--- src/rtl/car_queue_dispatch.sv ---
// Purpose : count cars waiting at one approach and hand them one at a time to the
//           lane animator (add_car / decrement_car handshake) while the light is green.
// Latency : arrival counted 1 cycle after its rising edge; add_car rises 1 cycle after
//           IDLE sees green with cars waiting, drops 1 cycle after the ack.
// Backpr. : the animator throttles via decrement_car; an unanswered request is withdrawn
//           after ACK_TIMEOUT cycles (ack_error set). Arrivals into a full queue are dropped.
//
// Ports:
//   traffic_clk    clock, all logic on posedge
//   reset          synchronous, active-high
//   car_arrive     debounced arrival level; each rising edge is one car
//   light_green    approach may dispatch cars
//   decrement_car  1-cycle ack from animator: car accepted
//   add_car        registered request to animator
//   car_count      cars currently waiting
//   queue_empty    car_count == 0
//   queue_full     car_count == MAX_CARS
//   car_dropped    1-cycle pulse, arrival lost because queue was full
//   ack_error      sticky, a request timed out; cleared only by reset
module car_queue_dispatch #(
    parameter int CNT_W       = 4,
    parameter int MAX_CARS    = 15,
    parameter int GAP_CYCLES  = 3,
    parameter int ACK_TIMEOUT = 4
) (
    input  logic             traffic_clk,
    input  logic             reset,
    input  logic             car_arrive,
    input  logic             light_green,
    input  logic             decrement_car,
    output logic             add_car,
    output logic [CNT_W-1:0] car_count,
    output logic             queue_empty,
    output logic             queue_full,
    output logic             car_dropped,
    output logic             ack_error
);

    // One timer serves both the ack timeout (REQUEST) and the gap (GAP).
    localparam int TMR_MAX = (ACK_TIMEOUT > GAP_CYCLES) ? ACK_TIMEOUT : GAP_CYCLES;
    localparam int TMR_W   = $clog2(TMR_MAX + 1);
    localparam logic [TMR_W-1:0] ACK_LAST = TMR_W'(ACK_TIMEOUT - 1);
    localparam logic [TMR_W-1:0] GAP_LAST = TMR_W'(GAP_CYCLES - 1);
    localparam logic [CNT_W-1:0] FULL_CNT = CNT_W'(MAX_CARS);

    typedef enum logic [1:0] {
        IDLE,
        REQUEST,
        GAP
    } state_t;

    state_t           state;
    logic [TMR_W-1:0] timer;
    logic             car_arrive_q;
    logic             arr;
    logic             ack_valid;
    logic             arr_accepted;

    assign queue_empty  = (car_count == '0);
    assign queue_full   = (car_count == FULL_CNT);
    assign arr          = car_arrive & ~car_arrive_q;
    // An ack with nothing queued is ignored so the counter never wraps.
    assign ack_valid    = decrement_car & ~queue_empty;
    // A full queue still takes an arrival if a car leaves in the same cycle.
    assign arr_accepted = arr & (~queue_full | ack_valid);

    // Waiting-car counter and arrival edge detect. The edge register resets
    // to 1 so a button held through reset is not seen as an arrival.
    always_ff @(posedge traffic_clk) begin
        if (reset) begin
            car_arrive_q <= 1'b1;
            car_count    <= '0;
            car_dropped  <= 1'b0;
        end else begin
            car_arrive_q <= car_arrive;
            car_dropped  <= arr & ~arr_accepted;
            if (arr_accepted && !ack_valid) begin
                car_count <= car_count + CNT_W'(1);
            end else if (!arr_accepted && ack_valid) begin
                car_count <= car_count - CNT_W'(1);
            end
        end
    end

    // Dispatch FSM. Late acks (IDLE/GAP) are handled by the counter alone.
    always_ff @(posedge traffic_clk) begin
        if (reset) begin
            state     <= IDLE;
            timer     <= '0;
            add_car   <= 1'b0;
            ack_error <= 1'b0;
        end else begin
            case (state)
                IDLE: begin
                    timer <= '0;
                    if (light_green && !queue_empty) begin
                        state   <= REQUEST;
                        add_car <= 1'b1;
                    end
                end
                REQUEST: begin
                    // Ack takes priority over a simultaneous light drop.
                    if (decrement_car) begin
                        state   <= GAP;
                        add_car <= 1'b0;
                        timer   <= '0;
                    end else if (!light_green) begin
                        state   <= IDLE;
                        add_car <= 1'b0;
                    end else if (timer == ACK_LAST) begin
                        state     <= IDLE;
                        add_car   <= 1'b0;
                        ack_error <= 1'b1;
                    end else begin
                        timer <= timer + TMR_W'(1);
                    end
                end
                GAP: begin
                    // Keeps add_car low while the animator finishes its
                    // S1/S2/SPACE sequence and returns to READY.
                    if (timer == GAP_LAST) begin
                        state <= IDLE;
                    end else begin
                        timer <= timer + TMR_W'(1);
                    end
                end
                default: begin
                    state   <= IDLE;
                    add_car <= 1'b0;
                end
            endcase
        end
    end

endmodule

--- config.mk ---
export PLATFORM = sky130hd
export DESIGN_NAME = car_queue_dispatch
export DESIGN_NICKNAME = d
export VERILOG_FILES = /design/src/rtl/car_queue_dispatch.sv
export SDC_FILE = /design/constraint.sdc
export NUM_CORES = 1
export LEC_CHECK = 0
export ABC_CLOCK_PERIOD_IN_PS = 2500
export BUFFER_PORTS_ARGS = -buffer_cell sky130_fd_sc_hd__buf_2
export CAP_MARGIN = 30
export CORE_UTILIZATION = 50
export DETAILED_ROUTE_END_ITERATION = 12
export HOLD_SLACK_MARGIN = 0.03
export PLACE_DENSITY = 0.73
export SLEW_MARGIN = 25
export SYNTH_ARGS = -nofsm -noshare
export SYNTH_HDL_FRONTEND = slang
export SYNTH_SLANG_ARGS = --single-unit
export TNS_END_PERCENT = 1
--- constraint.sdc ---
create_clock -name traffic_clk -period 2.5 [get_ports traffic_clk]
set_input_delay 0 -clock traffic_clk [delete_from_list [all_inputs] [get_ports traffic_clk]]
set_output_delay 0 -clock traffic_clk [all_outputs]
set_load 0.05 [all_outputs]
### Yosys cells after proc, flatten, opt, wreduce, memory -nomap -nowiden

Index checks and enable logic that the tools add are counted.

| word-level totals | value |
|---|---|
| input bits | 5 |
| logic and storage cells | 64 |
| output and inout port bits | 9 |
| flip-flop bits (word level) | 13 |

| operators by class | value |
|---|---|
| eq/ne operators | 11 |
| add/subtract/negate cells | 3 |
| reductions and logical operators | 14 |
| bitwise logic cells | 11 |
| mux-type cells | 18 |

Operator list:

| cell | count |
|---|---|
| two-way mux 3 bit | 4 |
| two-way mux 2 bit | 5 |
| case mux 3 bit (3 select lines) | 1 |
| two-way mux 4 bit | 2 |
| AND reduction 4 bit | 2 |
| == test 3 x 2 -> 1 bit (second input constant) | 2 |
| != test 2 bit (second input constant) | 3 |
| != test 3 bit (second input constant) | 2 |
| NOT 1 bit | 6 |
| case mux 2 bit (3 select lines) | 1 |
| AND reduction 3 bit | 2 |
| adder 4 x 1 -> 4 bit (second input constant) | 1 |
| bitwise AND 1 bit | 4 |
| == test 4 bit (second input constant) | 1 |
| zero test 4 bit | 1 |
| two-way mux 1 bit | 4 |
| != test 4 bit (second input constant) | 1 |
| subtractor 4 x 1 -> 4 bit (second input constant) | 1 |
| adder 3 x 1 -> 3 bit (second input constant) | 1 |
| logical AND 1 bit | 3 |
| zero test 1 bit | 3 |
| case mux 1 bit (3 select lines) | 1 |
| nonzero test 3 bit | 1 |
| == test 2 x 1 -> 1 bit (second input constant) | 1 |
| 4 further kinds | 4 |

### Depth between registers and ports, before layout

| depth | value |
|---|---|
| word-level depth | 9 |
| gate-level depth with buffers | 10 |
| mapped depth without buffers | 10 |

### Least setup slack after synthesis

OpenSTA, ideal clock, no wires.

| timing path | value |
|---|---|
| path type | reg2reg |
| start point | register car_count[0] |
| end point | register car_count[3] |
| library setup time | 0.123 ns |
| cell stages (with the launch flop) | 10 |
| setup slack | -1.399 ns |
| arrival time | 3.775 ns |
| required time | 2.377 ns |
| clock period less this slack | 3.899 ns |
| path buffers | 0 |
| cell sequence | dfxtp_1 -> nor4_1 -> nand2b_1 -> ha_1 -> inv_1 -> ha_1 -> a21oi_1 -> a211oi_1 -> a31oi_1 -> mux2_1 |

| on the way | value |
|---|---|
| word-level cells in the longest chain between the ends | 8 |
| elaborated cells between the ends (all ways) | 16 |
| classes of those cells | 2 x add/sub; 1 x eq/ne; 2 x mux; 5 x bitwise; 6 x reduce/logical |

RTL lines:

| what | RTL line | source |
|---|---|---|
| start, declared | 32 | `output logic [CNT_W-1:0] car_count,` |
| start signal, assigned | 78 | `car_count <= car_count + CNT_W'(1);` |
| start signal, assigned | 80 | `car_count <= car_count - CNT_W'(1);` |
| zero test 4 bit (*) | 59 | `assign queue_empty = (car_count == '0);` |
| named net queue_empty | 33 | `output logic queue_empty,` |
| NOT 1 bit (*) | 63 | `assign ack_valid = decrement_car & ~queue_empty;` |
| bitwise AND 1 bit (*) | 63 |  |
| OR 1 bit | 65 | `assign arr_accepted = arr & (~queue_full \| ack_valid);` |
| bitwise AND 1 bit | 65 |  |
| zero test 1 bit | 79 | `end else if (!arr_accepted && ack_valid) begin` |
| logical AND 1 bit | 79 |  |
| nonzero test 2 bit (no source line) | -- |  |

The timed path passes the listed nets; every way through them passes the cells marked *. The select of a mux whose other input is x is not followed.
A chain may end at the register's enable or synchronous reset.

### Worst setup path in the final report

| timing path | value |
|---|---|
| start point | register car_count[3] |
| end point | register car_count[3] |

| on the way | value |
|---|---|
| word-level cells in the longest chain between the ends | 8 |
| elaborated cells between the ends (all ways) | 16 |
| classes of those cells | 2 x add/sub; 1 x eq/ne; 2 x mux; 5 x bitwise; 6 x reduce/logical |

RTL lines:

| what | RTL line |
|---|---|
| zero test 4 bit | 59 |
| NOT 1 bit | 63 |
| bitwise AND 1 bit | 63 |
| OR 1 bit | 65 |
| bitwise AND 1 bit | 65 |
| zero test 1 bit | 79 |
| logical AND 1 bit | 79 |
| nonzero test 2 bit (no source line) | -- |

Several ways; a longest one is shown, not always the timed one. The select of a mux whose other input is x is not followed.

==> flow_results.org <==
** Synthesis
- Mux share of post-synthesis cell area :: 4.13%
- Top_reg_cell synth :: dfxtp_1
- Summing the areas of all compound-gate instances in the mapped netlist gives 15.6% of the synthesized area.
- Number of instances in the synthesized netlist :: 87
- For this run, the number of Yosys warnings is 0.
- Mapped Area :: 788 sq um
- Share of flip-flops with an asynchronous set or reset after synthesis :: 0%
- A synthesized cell averages roughly 9 sq um.
- Count of different cell masters after synthesis :: 26
- Number of enable flip-flop cells after synthesis :: 0
- After synthesis, flip-flops and latches occupy about 33% of the total area.
- Number of storage elements in the synthesis netlist :: 13
- Of the total synthesized cell area, the portion taken by AND, OR, NAND and NOR gates is between 20% and 30%.
- Synthesis produced a netlist with a net count of roughly 100.
- Summing the areas of all fa, ha and maj instances in the mapped netlist gives 18.4% of the synthesized area.
- Main combinational cell family by area after synthesis :: simple AND/OR/NAND/NOR gates
- dfxtp_1 takes more of the synthesized area than any other cell.
- The top cell type by area accounts for 33.0% of the synthesized area.
- Leading post-synthesis cells by cell area :: dfxtp_1, ha_1, nand2b_1, nor2_1, a21oi_1
- Summing the areas of all xor and xnor instances in the mapped netlist gives 2.22% of the synthesized area.

** Cells and area
- Fin nets :: 122
- The library cells used most frequently in the layout, excluding fill and tap cells, are buf_2, nor2_1, dfxtp_1.
- Most common cell after layout, fill and taps aside :: buf_2
- Area growth from synthesis to layout :: 23.7%
- After filler insertion, the fill cell instance count of the layout stands at 106.
- Fraction of final layout cells sized beyond drive strength 1 :: ~29%
- Total inserted antenna cells :: 0
- Flip-flop and latch area :: 270 sq um
- The multi-input combinational cells in the finished layout cover a total of 538 sq um.
- Number of standard cells in the layout, taps in and fillers out :: 120

** Clock network
- Clk sink count :: 13
- The root buffer cell chosen for the clock tree is clkbuf_4.
- The longest clock path from root to sink contains 2 buffers.
- Number of buffers inserted by post-CTS setup repair :: 0
- Clock transition at the registers of the reported paths :: 80 ps
- Worst skew pair latency :: 280 ps
- CTS built an H-tree with a depth of 1.
- Clock tree from TritonCTS :: yes
- Counting the buffers created by CTS gives 3.

** Critical path
- The worst register-to-register path ends at car_count[3]$_SDFFE_PP0P_.
- The worst setup path is captured at a flip-flop.
- Critical path cell sequence :: nor4_4 -> nand2b_1 -> ha_2 -> inv_2 -> ha_1 -> nand3_2 -> a211oi_2 -> a31oi_1 -> mux2_1
- For the worst setup path, the data required time is 2670 ps.
- The critical path in this run is classified as flip-flop to flip-flop.
- Worst-case register-to-register setup slack :: between 200 and 300 ps
- Longest individual stage delay on the worst path :: around 380 ps
- Along the worst path, the maximum fanout reaches 6.
- CP Launch Type :: flip-flop
- The slowest stage of the critical path is the dfxtp_4 cell.
- The startpoint identified for the worst register-to-register timing path is car_count[3]$_SDFFE_PP0P_.
- The worst register-to-register path has a depth of 9.
- Data arrival time of the worst path :: about 2400 ps

** STA
- Hold Worst Slack :: ~50 ps
- Measured against its own limit, the worst slew margin works out to 73.5%.
- The clock arrives with 2.50 ps of skew.
- Ratio of final minimum period to clock period :: 88.5%
- Shortest period the worst path allows :: around 2200 ps
- Worst Max-Slew Pin Slew :: around 400 ps
- Based on the critical path, the design can be clocked at up to 0.452 GHz.
- Setup repair after global routing missed its margin :: no
- Final hold vios :: 0
- Slew Limit Fails :: 0
- Setup violations remaining at the end of the flow were counted as 0.
- Adding up every negative setup slack in the final design gives 0 ps.

** Min path
- In this run the worst hold path is classified as input pin to flip-flop.
- The worst hold path begins at reset.
- The worst hold path terminates at state[1]$_SDFFE_PP0P_.
- Worst hold path stage count :: 2

** GRT
- The number of antenna violations at the first check in global routing came to 0.
- For this run the aggregate overflow at the end of global routing stands at 0.
- Vias in the first global route :: 607
- Largest net degree at the start of global routing :: 15
- Wire length of the first global-routing pass :: ~2600 um
- Total routing resource utilization after global routing :: 19.9%

** Die
- Placeable Area :: 1380 sq um
- The die is 41.7 um tall.
- Core Rows :: 13
- Number of top-level pins :: 14
- Die X-Extent :: 41.7 um
- Once the floorplan was initialized, standard cells occupied 57.0% of the core.
- Area enclosed by the die boundary :: 1740 sq um

** Detailed routing
- In this run the remaining antenna-violating nets after routing total 0.
- First drt pass iteration count :: 3
- Average wire per standard cell :: roughly 13 um
- Number of vias after detailed routing :: around 660
- Routed via count divided by cell count :: 5.49
- Final WL :: 1530 um
- Initial detailed-routing violation count :: 10
- After detailed routing, the number of remaining DRC violations is 0.

** Placed design
- In this run the tool buffered the top-level ports with 13 buffer cells.
- Placed cells :: 113
- HPWL after detailed placement :: around 1100 um
- Routability-driven placement finished with a final weighted congestion of 0.794.

** Status
- Result of the run :: finished clean

** Pwr
- Summed over all cells, the static leakage comes to 0.418 nW.
- Total power per unit cell area :: 943 nW/um^2
- Worst vdd ir :: 0.000618 V

** Job
- Max-cap violations in this run came to 0.
## flip-flops by register name (all words and copies together) (netlist names)
name / count
car_dropped: 1
state: 2
ack_error: 1
timer: 3
car_count: 4
add_car: 1
car_arrive_q: 1
## worst max-delay path, delay by kind of cell, from the launching register on
family | cells | cell delay [ps]
multiplexers | 1 | 300
AND/OR/NAND/NOR | 3 | 580
flip-flops | 1 | 380
adder cells (fa/ha/maj) | 2 | 480
buffers and inverters | 1 | 70
AO/OA/AOI/OAI | 2 | 300
## stage by stage
stage / power, mW / instance area, sq um / setup slack, ps / util, %
finish: 0.919 / 975 / 287 / 70.5
global route: 0.980 / 975 / 164 / 70.5
CTS: 0.928 / 975 / 287 / 70.5
detailed placement: 0.787 / 918 / 295 / 66.4
global placement: 0.775 / 918 / 360 / 66.4
floorplan: 0.691 / 842 / -118 / -
## timing repair
action                                 in CTS  in global routing
setup endpoints to repair                   0                  0
endpoints found under the hold margin       3                  0
hold buffers                                3                  0
resized for setup                           0                  0
## how the worst max path moves through the flow
stage / from / end / cells past startpoint
3_5_place_dp: car_count[3]$_SDFFE_PP0P_ / car_count[3]$_SDFFE_PP0P_ / 9
2_1_floorplan: car_count[3]$_SDFFE_PP0P_ / car_count[3]$_SDFFE_PP0P_ / 9
3_3_place_gp: car_count[3]$_SDFFE_PP0P_ / car_count[3]$_SDFFE_PP0P_ / 9
5_1_grt: car_count[0]$_SDFFE_PP0P_ / car_count[3]$_SDFFE_PP0P_ / 10
4_1_cts: car_count[3]$_SDFFE_PP0P_ / car_count[3]$_SDFFE_PP0P_ / 9
6_report: car_count[3]$_SDFFE_PP0P_ / car_count[3]$_SDFFE_PP0P_ / 9
## kinds of logic (layout without fill, tap and decap cells)
| family | Yosys count | after routing |
|---|---|---|
| AND/OR/NAND/NOR | 32 | 32 |
| AO/OA/AOI/OAI | 17 | 17 |
| flip-flops | 13 | 13 |
| adder cells (fa/ha/maj) | 11 | 11 |
| buffers and inverters | 9 | 27 |
| multiplexers | 3 | 3 |
| XOR/XNOR | 2 | 2 |
## metal layers
layer	vias up	global-route usage, %	part of all wire [%]	wire length (um)
met5	-	0	0	0
met4	0	5.81	0.78	12
met3	2	7.83	2.4	37
met2	9	33.8	51	788
met1	308	22.8	45	693
li1	340	-	-	-
## cell type report
cell class / instances / share of cell area, %
sequential: 13 / 27.7
timing repair buffer: 16 / 9.76
multi-input combinational: 65 / 55.2
clock buffer: 4 / 2.70
inverter: 7 / 2.70
tap: 15 / 1.93
## cell usage after synthesis (all sizes together), types with 2 or more instances
| library cell | n |
|---|---|
| nor2 | 11 |
| a31oi | 2 |
| a211oi | 3 |
| inv | 7 |
| dfxtp | 13 |
| mux2 | 2 |
| nor2b | 4 |
| ha | 10 |
| nand3b | 2 |
| nand3 | 2 |
| clkbuf | 2 |
| nor4 | 2 |
| nand2b | 7 |
| a221oi | 2 |
| a21oi | 8 |
## report_power, final
part / switching [mW] / internal [mW]
Clock: 0.0740 / 0.0620
Sequential: 0.0648 / 0.252
Combinational: 0.286 / 0.181
Total: 0.424 / 0.495
Power figures use the tool's default switching activity.
